## config.mk

```make
export PLATFORM = sky130hd
export DESIGN_NAME = pipelined_csel_addsub
export DESIGN_NICKNAME = d
export VERILOG_FILES = /design/src/rtl/pipelined_csel_addsub.sv
export SDC_FILE = /design/constraint.sdc
export NUM_CORES = 1
export LEC_CHECK = 0
export BUFFER_PORTS_ARGS = -buffer_cell sky130_fd_sc_hd__buf_2
export CAP_MARGIN = 25
export CORE_ASPECT_RATIO = 0.9
export CORE_UTILIZATION = 50
export DETAILED_ROUTE_END_ITERATION = 16
export PLACE_DENSITY = 0.77
export SYNTH_ARGS = -nofsm -noshare
export SYNTH_HDL_FRONTEND = slang
export SYNTH_SLANG_ARGS = --single-unit
```

## constraint.sdc

```tcl
create_clock -name i_clk -period 3.38 [get_ports i_clk]
set_clock_uncertainty 0.05 [all_clocks]
set_input_delay 0.338 -clock i_clk [delete_from_list [all_inputs] [get_ports i_clk]]
set_output_delay 0.338 -clock i_clk [all_outputs]
set_load 0.01 [all_outputs]
```

## src/rtl/pipelined_csel_addsub.sv

```systemverilog
// Pipelined carry-select adder/subtractor with valid/ready on both sides.
// Define PIPELINED_CSEL_ADDSUB_FLAGS_EN to build the {ovf, neg, zero} flags.
module pipelined_csel_addsub #(
   parameter int WIDTH  = 32,
   parameter int BLOCK  = 4,
   parameter int STAGES = 2
) (
   input  logic             i_clk,
   input  logic             i_rst,
   input  logic             i_valid,
   output logic             o_ready,
   input  logic [WIDTH-1:0] i_adderOperand1,
   input  logic [WIDTH-1:0] i_adderOperand2,
   input  logic             i_cIn,
   input  logic             i_sub,
   output logic             o_valid,
   input  logic             i_ready,
   output logic [WIDTH-1:0] o_adderSum,
   output logic             o_cOut,
   output logic [2:0]       o_flags
);
   localparam int NB  = WIDTH / BLOCK;
   localparam int BPS = NB / STAGES;

   logic [STAGES:0]              rdy;
   logic [STAGES-1:0][WIDTH-1:0] a_pipe;
   logic [STAGES-1:0][WIDTH-1:0] b_pipe;
   logic [STAGES-1:0][WIDTH-1:0] s_pipe;
   logic [STAGES-1:0]            c_pipe;
   logic [STAGES-1:0]            v_pipe;

   assign a_pipe[0]   = i_adderOperand1;
   assign b_pipe[0]   = i_sub ? ~i_adderOperand2 : i_adderOperand2;
   assign c_pipe[0]   = i_sub ? ~i_cIn : i_cIn;
   assign s_pipe[0]   = '0;
   assign v_pipe[0]   = i_valid;
   assign rdy[STAGES] = i_ready;
   assign o_ready     = rdy[0];

   for (genvar s = 0; s < STAGES; s++) begin : g_st
      logic [WIDTH-1:0] sum_d;
      logic [WIDTH-1:0] sum_q;
      logic             c_d;
      logic             c_q;
      logic             v_q;
      logic             load;
      logic [BLOCK:0]   r0;
      logic [BLOCK:0]   r1;

      assign rdy[s] = ~v_q | rdy[s+1];
      assign load   = rdy[s] & v_pipe[s];

      // Both carry hypotheses per block, then a mux chain on the live carry.
      always_comb begin
         sum_d = s_pipe[s];
         c_d   = c_pipe[s];
         r0    = '0;
         r1    = '0;
         for (int k = s * BPS; k < (s + 1) * BPS; k++) begin
            r0 = {1'b0, a_pipe[s][k*BLOCK +: BLOCK]}
               + {1'b0, b_pipe[s][k*BLOCK +: BLOCK]};
            r1 = {1'b0, a_pipe[s][k*BLOCK +: BLOCK]}
               + {1'b0, b_pipe[s][k*BLOCK +: BLOCK]}
               + {{BLOCK{1'b0}}, 1'b1};
            sum_d[k*BLOCK +: BLOCK] = c_d ? r1[BLOCK-1:0] : r0[BLOCK-1:0];
            c_d = c_d ? r1[BLOCK] : r0[BLOCK];
         end
      end

      always_ff @(posedge i_clk or posedge i_rst) begin
         if (i_rst) begin
            v_q   <= 1'b0;
            sum_q <= '0;
            c_q   <= 1'b0;
         end else begin
            if (rdy[s]) v_q <= v_pipe[s];
            if (load) begin
               sum_q <= sum_d;
               c_q   <= c_d;
            end
         end
      end

      if (s < STAGES - 1) begin : g_fwd
         logic [WIDTH-1:0] a_q;
         logic [WIDTH-1:0] b_q;

         always_ff @(posedge i_clk or posedge i_rst) begin
            if (i_rst) begin
               a_q <= '0;
               b_q <= '0;
            end else if (load) begin
               a_q <= a_pipe[s];
               b_q <= b_pipe[s];
            end
         end

         assign a_pipe[s+1] = a_q;
         assign b_pipe[s+1] = b_q;
         assign s_pipe[s+1] = sum_q;
         assign c_pipe[s+1] = c_q;
         assign v_pipe[s+1] = v_q;
      end else begin : g_out
         assign o_valid    = v_q;
         assign o_adderSum = sum_q;
         assign o_cOut     = c_q;
`ifdef PIPELINED_CSEL_ADDSUB_FLAGS_EN
         logic [2:0] f_d;
         logic [2:0] f_q;

         assign f_d = {(a_pipe[s][WIDTH-1] == b_pipe[s][WIDTH-1])
                       & (sum_d[WIDTH-1] != a_pipe[s][WIDTH-1]),
                       sum_d[WIDTH-1],
                       ~|sum_d};

         always_ff @(posedge i_clk or posedge i_rst) begin
            if (i_rst) f_q <= 3'b000;
            else if (load) f_q <= f_d;
         end

         assign o_flags = f_q;
`else
         assign o_flags = 3'b000;
`endif
      end
   end

endmodule

```

Yosys cells after proc, flatten, opt, wreduce, memory -nomap -nowiden
Cells that the tools add are included.
W data, S select, Z words.
- $add $sub $neg: 16
- mux-type cells: 18
- bitwise operators: 8
- operators by type and width (cell ; count):
    $add A4 B4 Y5 ; 8
    $add A5 B1 Y5 const B ; 8
    $mux W32 ; 1
    $mux W4 ; 8
    $not A32 Y32 ; 1
    $mux W1 ; 9
    $not A1 Y1 ; 3
    $and A1 B1 Y1 ; 2
    $or A1 B1 Y1 ; 2
- register bits: 116
- input port bits: 70
- output and inout bits: 38
- logic and storage cells: 50

Longest topological paths before layout
- depth after elaboration: 8
- depth in mapped cells: 15
- mapped depth without buffers: 13

Worst setup path after synthesis
No wires, ideal clock.
- path kind: input to register
- start point: in i_sub
- end point: reg g_st[0].sum_q[15]
- setup time: 0.082 ns
- arrival time: 3.783 ns
- required time: 3.248 ns
- setup slack: -0.535 ns
- stages: 15
- path buffers: 2
- cells stage by stage: buf_6 clkbuf_1 xor2_1 ha_1 inv_1 fa_1 inv_1 ha_1 nand3_1 o311a_1 or4_4 mux2i_1 xnor2_1 or3_1 a31oi_1
- word-level cells in the longest chain between the ends: 7
- elaborated cells on any way between the ends: 14
- those cells by class: add/sub (8); mux (6)
- RTL lines (element ; line ; source):
    from (decl) ; 15 ; input logic i_sub,
    $mux W32 ; 33 ; assign b_pipe[0] = i_sub ? ~i_adderOperand2 : i_adderOperand2;
    $add A4 B4 Y5 ; 61, 63 ;
    $add A5 B1 Y5 ; 64 ; + {{BLOCK{1'b0}}, 1'b1};
    $mux W1 (3 in a row) ; 66 ; c_d = c_d ? r1[BLOCK] : r0[BLOCK];
    $mux W4 (*) ; 65 ; sum_d[k*BLOCK +: BLOCK] = c_d ? r1[BLOCK-1:0] : r0[BLOCK-1:0];
    to (signal assigned) ; 78 ; sum_q <= sum_d;
    to (decl) ; 42 ; logic [WIDTH-1:0] sum_q;
Mark *: on every way between the ends. The rest lies on a longest branch, timed or not.
A chain may end at the register's enable or synchronous reset.

Worst setup path in the final report
- start point: reg g_st[0].g_fwd.b_q[16]
- end point: reg g_st[1].c_q, in the netlist o_cOut
- word-level cells in the longest chain between the ends: 6
- RTL lines (element ; line ; source):
    from (decl) ; 86 ; logic [WIDTH-1:0] b_q;
    from (signal assigned) ; 94 ; b_q <= b_pipe[s];
    $add A4 B4 Y5 (*) ; 61, 63 ;
    $add A5 B1 Y5 ; 64 ;
    $mux W1 (*) (4 in a row) ; 66 ;
    to (signal assigned) ; 74 ; c_q <= 1'b0;
    to (signal assigned) ; 79 ; c_q <= c_d;
    to (decl) ; 44 ; logic c_q;
Marked as above.

==> flow_metrics.py <==
metrics = {
    "outcome": {
        "status": "completed",
    },
    "setup_path": {
        "crit_arrival_ns": 3.47,
        "worst_path_largest_cell_delay_ns": 0.56,
        "crit_type": "reg -> reg",
        "cp_num_buf_inv": 1,
        "cp_slowest_cell": "fa_1",
        "start_kind": "flip-flop",
        "crit_path_end_kind": "flip-flop",
        "reg2reg_setup_slack_ns": 0.08,
        "worst-endpoint-required_ns": 3.55,
        "cp_max_fo": 7,
        "path_delay_family": "compound AO/OA/AOI/OAI gates",
        "critical_path.cell_chain": "ha_2 -> fa_1 -> ha_2 -> nand2_2 -> a211oi_2 -> a221oi_2 -> a211oi_2 -> buf_4 -> mux2i_4 -> xnor2_4 -> a31o_2 -> a31o_2",
    },
    "cells_and_area": {
        "layout_common_cells": "nand2_1, buf_2, dfrtp_1",
        "fin_util": 0.641,
        "final_nets": 803,
        "drive_above_1_share": 0.234,
        "diodes": 0,
        "design_area_um2": 6330,
        "final_common_cell": "nand2_1",
        "syn_to_final_growth_pct": 21.8,
        "fin_cells": 815,
    },
    "yosys": {
        "yosys_warnings": 0,
        "synth_cell_type_count": 42,
        "synth_area_leaders": "dfrtp_1, nand2_1, ha_1",
        "yosys.area.top_type": "dfrtp_1",
        "synth_area_per_cell_um2": 9.07,
        "synthCells": 573,
        "ys_seq_elements": 84,
        "synth_area_um2": 5190,
        "yosysSeqAreaShare": 0.405,
        "yosys.area.top_type_share": 0.405,
    },
    "clock_network": {
        "cts_tree": "done",
        "htree_levels": 3,
        "cts_buffers": 9,
        "cts_root_buf": "clkbuf_16",
        "clkLatencyLatePin_ns": 0.33,
        "clock_path_buffers": 2,
        "clock-sinks": 84,
        "cts.clk_slew.worst_paths_ns": 0.06,
    },
    "detailed_routing": {
        "antenna_left": 0,
        "wl_met2_um": 5460,
        "drt-pass1-iter-count": 4,
        "post-route-drc-count": 0,
        "m1WireLength_um": 5010,
        "wl_um": 11100,
        "vias": 4206,
        "via_per_inst": 5.16,
        "maxUsedRoutingLayer": "met4",
        "dr.first_iter.drc_count": 123,
        "wire_per_inst_um": 13.6,
        "wl_met3_um": 453,
    },
    "global_routing": {
        "grt_usage": 0.215,
        "overflow": 0,
        "grt_pass1_vias": 4118,
        "grt_max_degree": 50,
        "grt_pass1_wl_um": 18400,
        "grt_antenna_before_repair": 0,
    },
    "floorplanning": {
        "dieArea_um2": 10800,
        "die_h_um": 98.7,
        "coreArea_um2": 9870,
        "die_w_um": 109,
        "rows": 34,
        "io_pins": 108,
        "start_util": 0.526,
    },
    "power": {
        "power_uw": 3920,
        "p_per_area_nw_per_um2": 620,
        "ir_worst_vdd_uv": 354,
        "p_leak_uw": 0.00322,
    },
    "sta": {
        "drv_slew": 0,
        "tightest_slew_ns": 0.813,
        "setup_viol": 0,
        "finalCritPeriodShare": 0.976,
        "max_freq_ghz": 0.303,
        "slew_headroom": 0.456,
        "hold_viol_final": 0,
        "fin_ws_ns": 0.0803,
        "fin_crit_ns": 3.30,
    },
    "placement": {
        "dp.cells": 795,
        "io_buffer_count": 104,
        "placed_cell_area_um2": 5900,
        "dp_hpwl_um": 8170,
        "preCtsSetupSlack_ns": -0.200,
        "routabilityCongestion": 0.794,
    },
    "run": {
        "cap_violations": 0,
    },
    "min_path": {
        "hp-class": "in -> reg",
    },
}
logic make-up (layout without fill, tap and decap cells):
kind of cell,count (synthesis),after routing,synth area share
compound gates,98,98,0.109
xor+xnor,73,73,0.127
fa+ha+maj,48,48,0.127
buf+inv,48,162,0.0385
flops,84,84,0.405
mux,8,8,0.0157
other cells,1,3,0.000722
simple gates,213,213,0.178
layout make-up:
type	count	area (um2)
Fill cell	815	3540
Multi-Input combinational cell	443	3010
Sequential cell	84	2100
Timing Repair Buffer	125	684
Clock buffer	10	239
Tap cell	126	158
Inverter	22	83.8
Clock inverter	5	52.6
power breakdown:
part | total (uW) | leakage (uW) | switching, uW | internal, uW
clock network | 972 | 0.000144 | 387 | 584
registers | 1440 | 0.00103 | 159 | 1280
logic | 1510 | 0.00204 | 832 | 675
total | 3920 | 0.00322 | 1380 | 2540
synthesized netlist by cell type:
cell / instances
a2111oi_0: 2
a211oi_1: 3
a21o_1: 12
a21oi_1: 19
a221oi_1: 2
a31o_2: 2
a31oi_1: 2
and2_1: 4
and3_1: 4
buf_1: 1
buf_2: 1
buf_4: 3
buf_6: 1
clkbuf_1: 20
conb_1: 1
dfrtp_1: 84
fa_1: 8
ha_1: 40
inv_1: 22
mux2_2: 1
mux2i_1: 7
nand2_1: 159
nand2b_1: 8
nand3_1: 9
nand3b_1: 3
nand4_1: 6
nand4b_1: 1
nor2_1: 8
nor2b_1: 5
nor4bb_1: 1
o21ai_0: 52
o22ai_1: 1
o311a_1: 1
o311ai_0: 1
o31ai_1: 1
or2_2: 1
or3_1: 2
or4_4: 1
or4bb_1: 1
xnor2_1: 41
xor2_1: 31
xor2_4: 1
state kept, by name (all words and copies together), names as in the netlist:
name / cells
o_valid: 1
g_st.g_fwd.a_q: 16
o_adderSum: 32
g_st.v_q: 1
o_cOut: 1
g_st.c_q: 1
g_st.sum_q: 16
g_st.g_fwd.b_q: 16
worst min-delay path: stages:
cell and delay, ns:
buf_2 0.07, nand2_1 0.04, nand2_1 0.04
final timing paths:
path,start,endpoint,cells past startpoint
max,g_st[0].g_fwd.b_q[16],o_cOut,12
min,i_adderOperand1[29],g_st[0].g_fwd.a_q[29],3
max reg2reg,g_st[0].g_fwd.b_q[16],o_cOut,12
min reg2reg,g_st[0].sum_q[9],o_adderSum[9],2
max in group asynchronous,i_rst,o_adderSum[30],4
min in group asynchronous,i_rst,o_adderSum[14],3
timing repair:
| action | CTS | global route |
|---|---|---|
| resized for setup | 4 | 13 |
| setup buffers | 1 | 3 |
| hold buffers | 1 | 0 |
| endpoints found under the hold margin | 5 | 0 |
| pin swaps | 1 | 6 |
| endpoints found under the setup margin | 5 | 10 |
per-stage QoR:
step | TNS [ns] | hold slack, ns
5_1_grt | -0.191 | 0.164
4_1_cts | 0 | 0.139
3_3_place_gp | -0.223 | 0.158
6_report | 0 | 0.142
3_5_place_dp | -1.39 | 0.163
2_1_floorplan | -0.290 | 0.389
layer usage:
| metal | vias up | global-route usage |
|---|---|---|
| li1 | 2121 | - |
| met1 | 1970 | 0.279 |
| met2 | 95 | 0.366 |
| met3 | 20 | 0.0337 |
| met4 | 0 | 0.0728 |
| met5 | - | 0 |
Note: power is estimated with default switching activity, not from simulation.
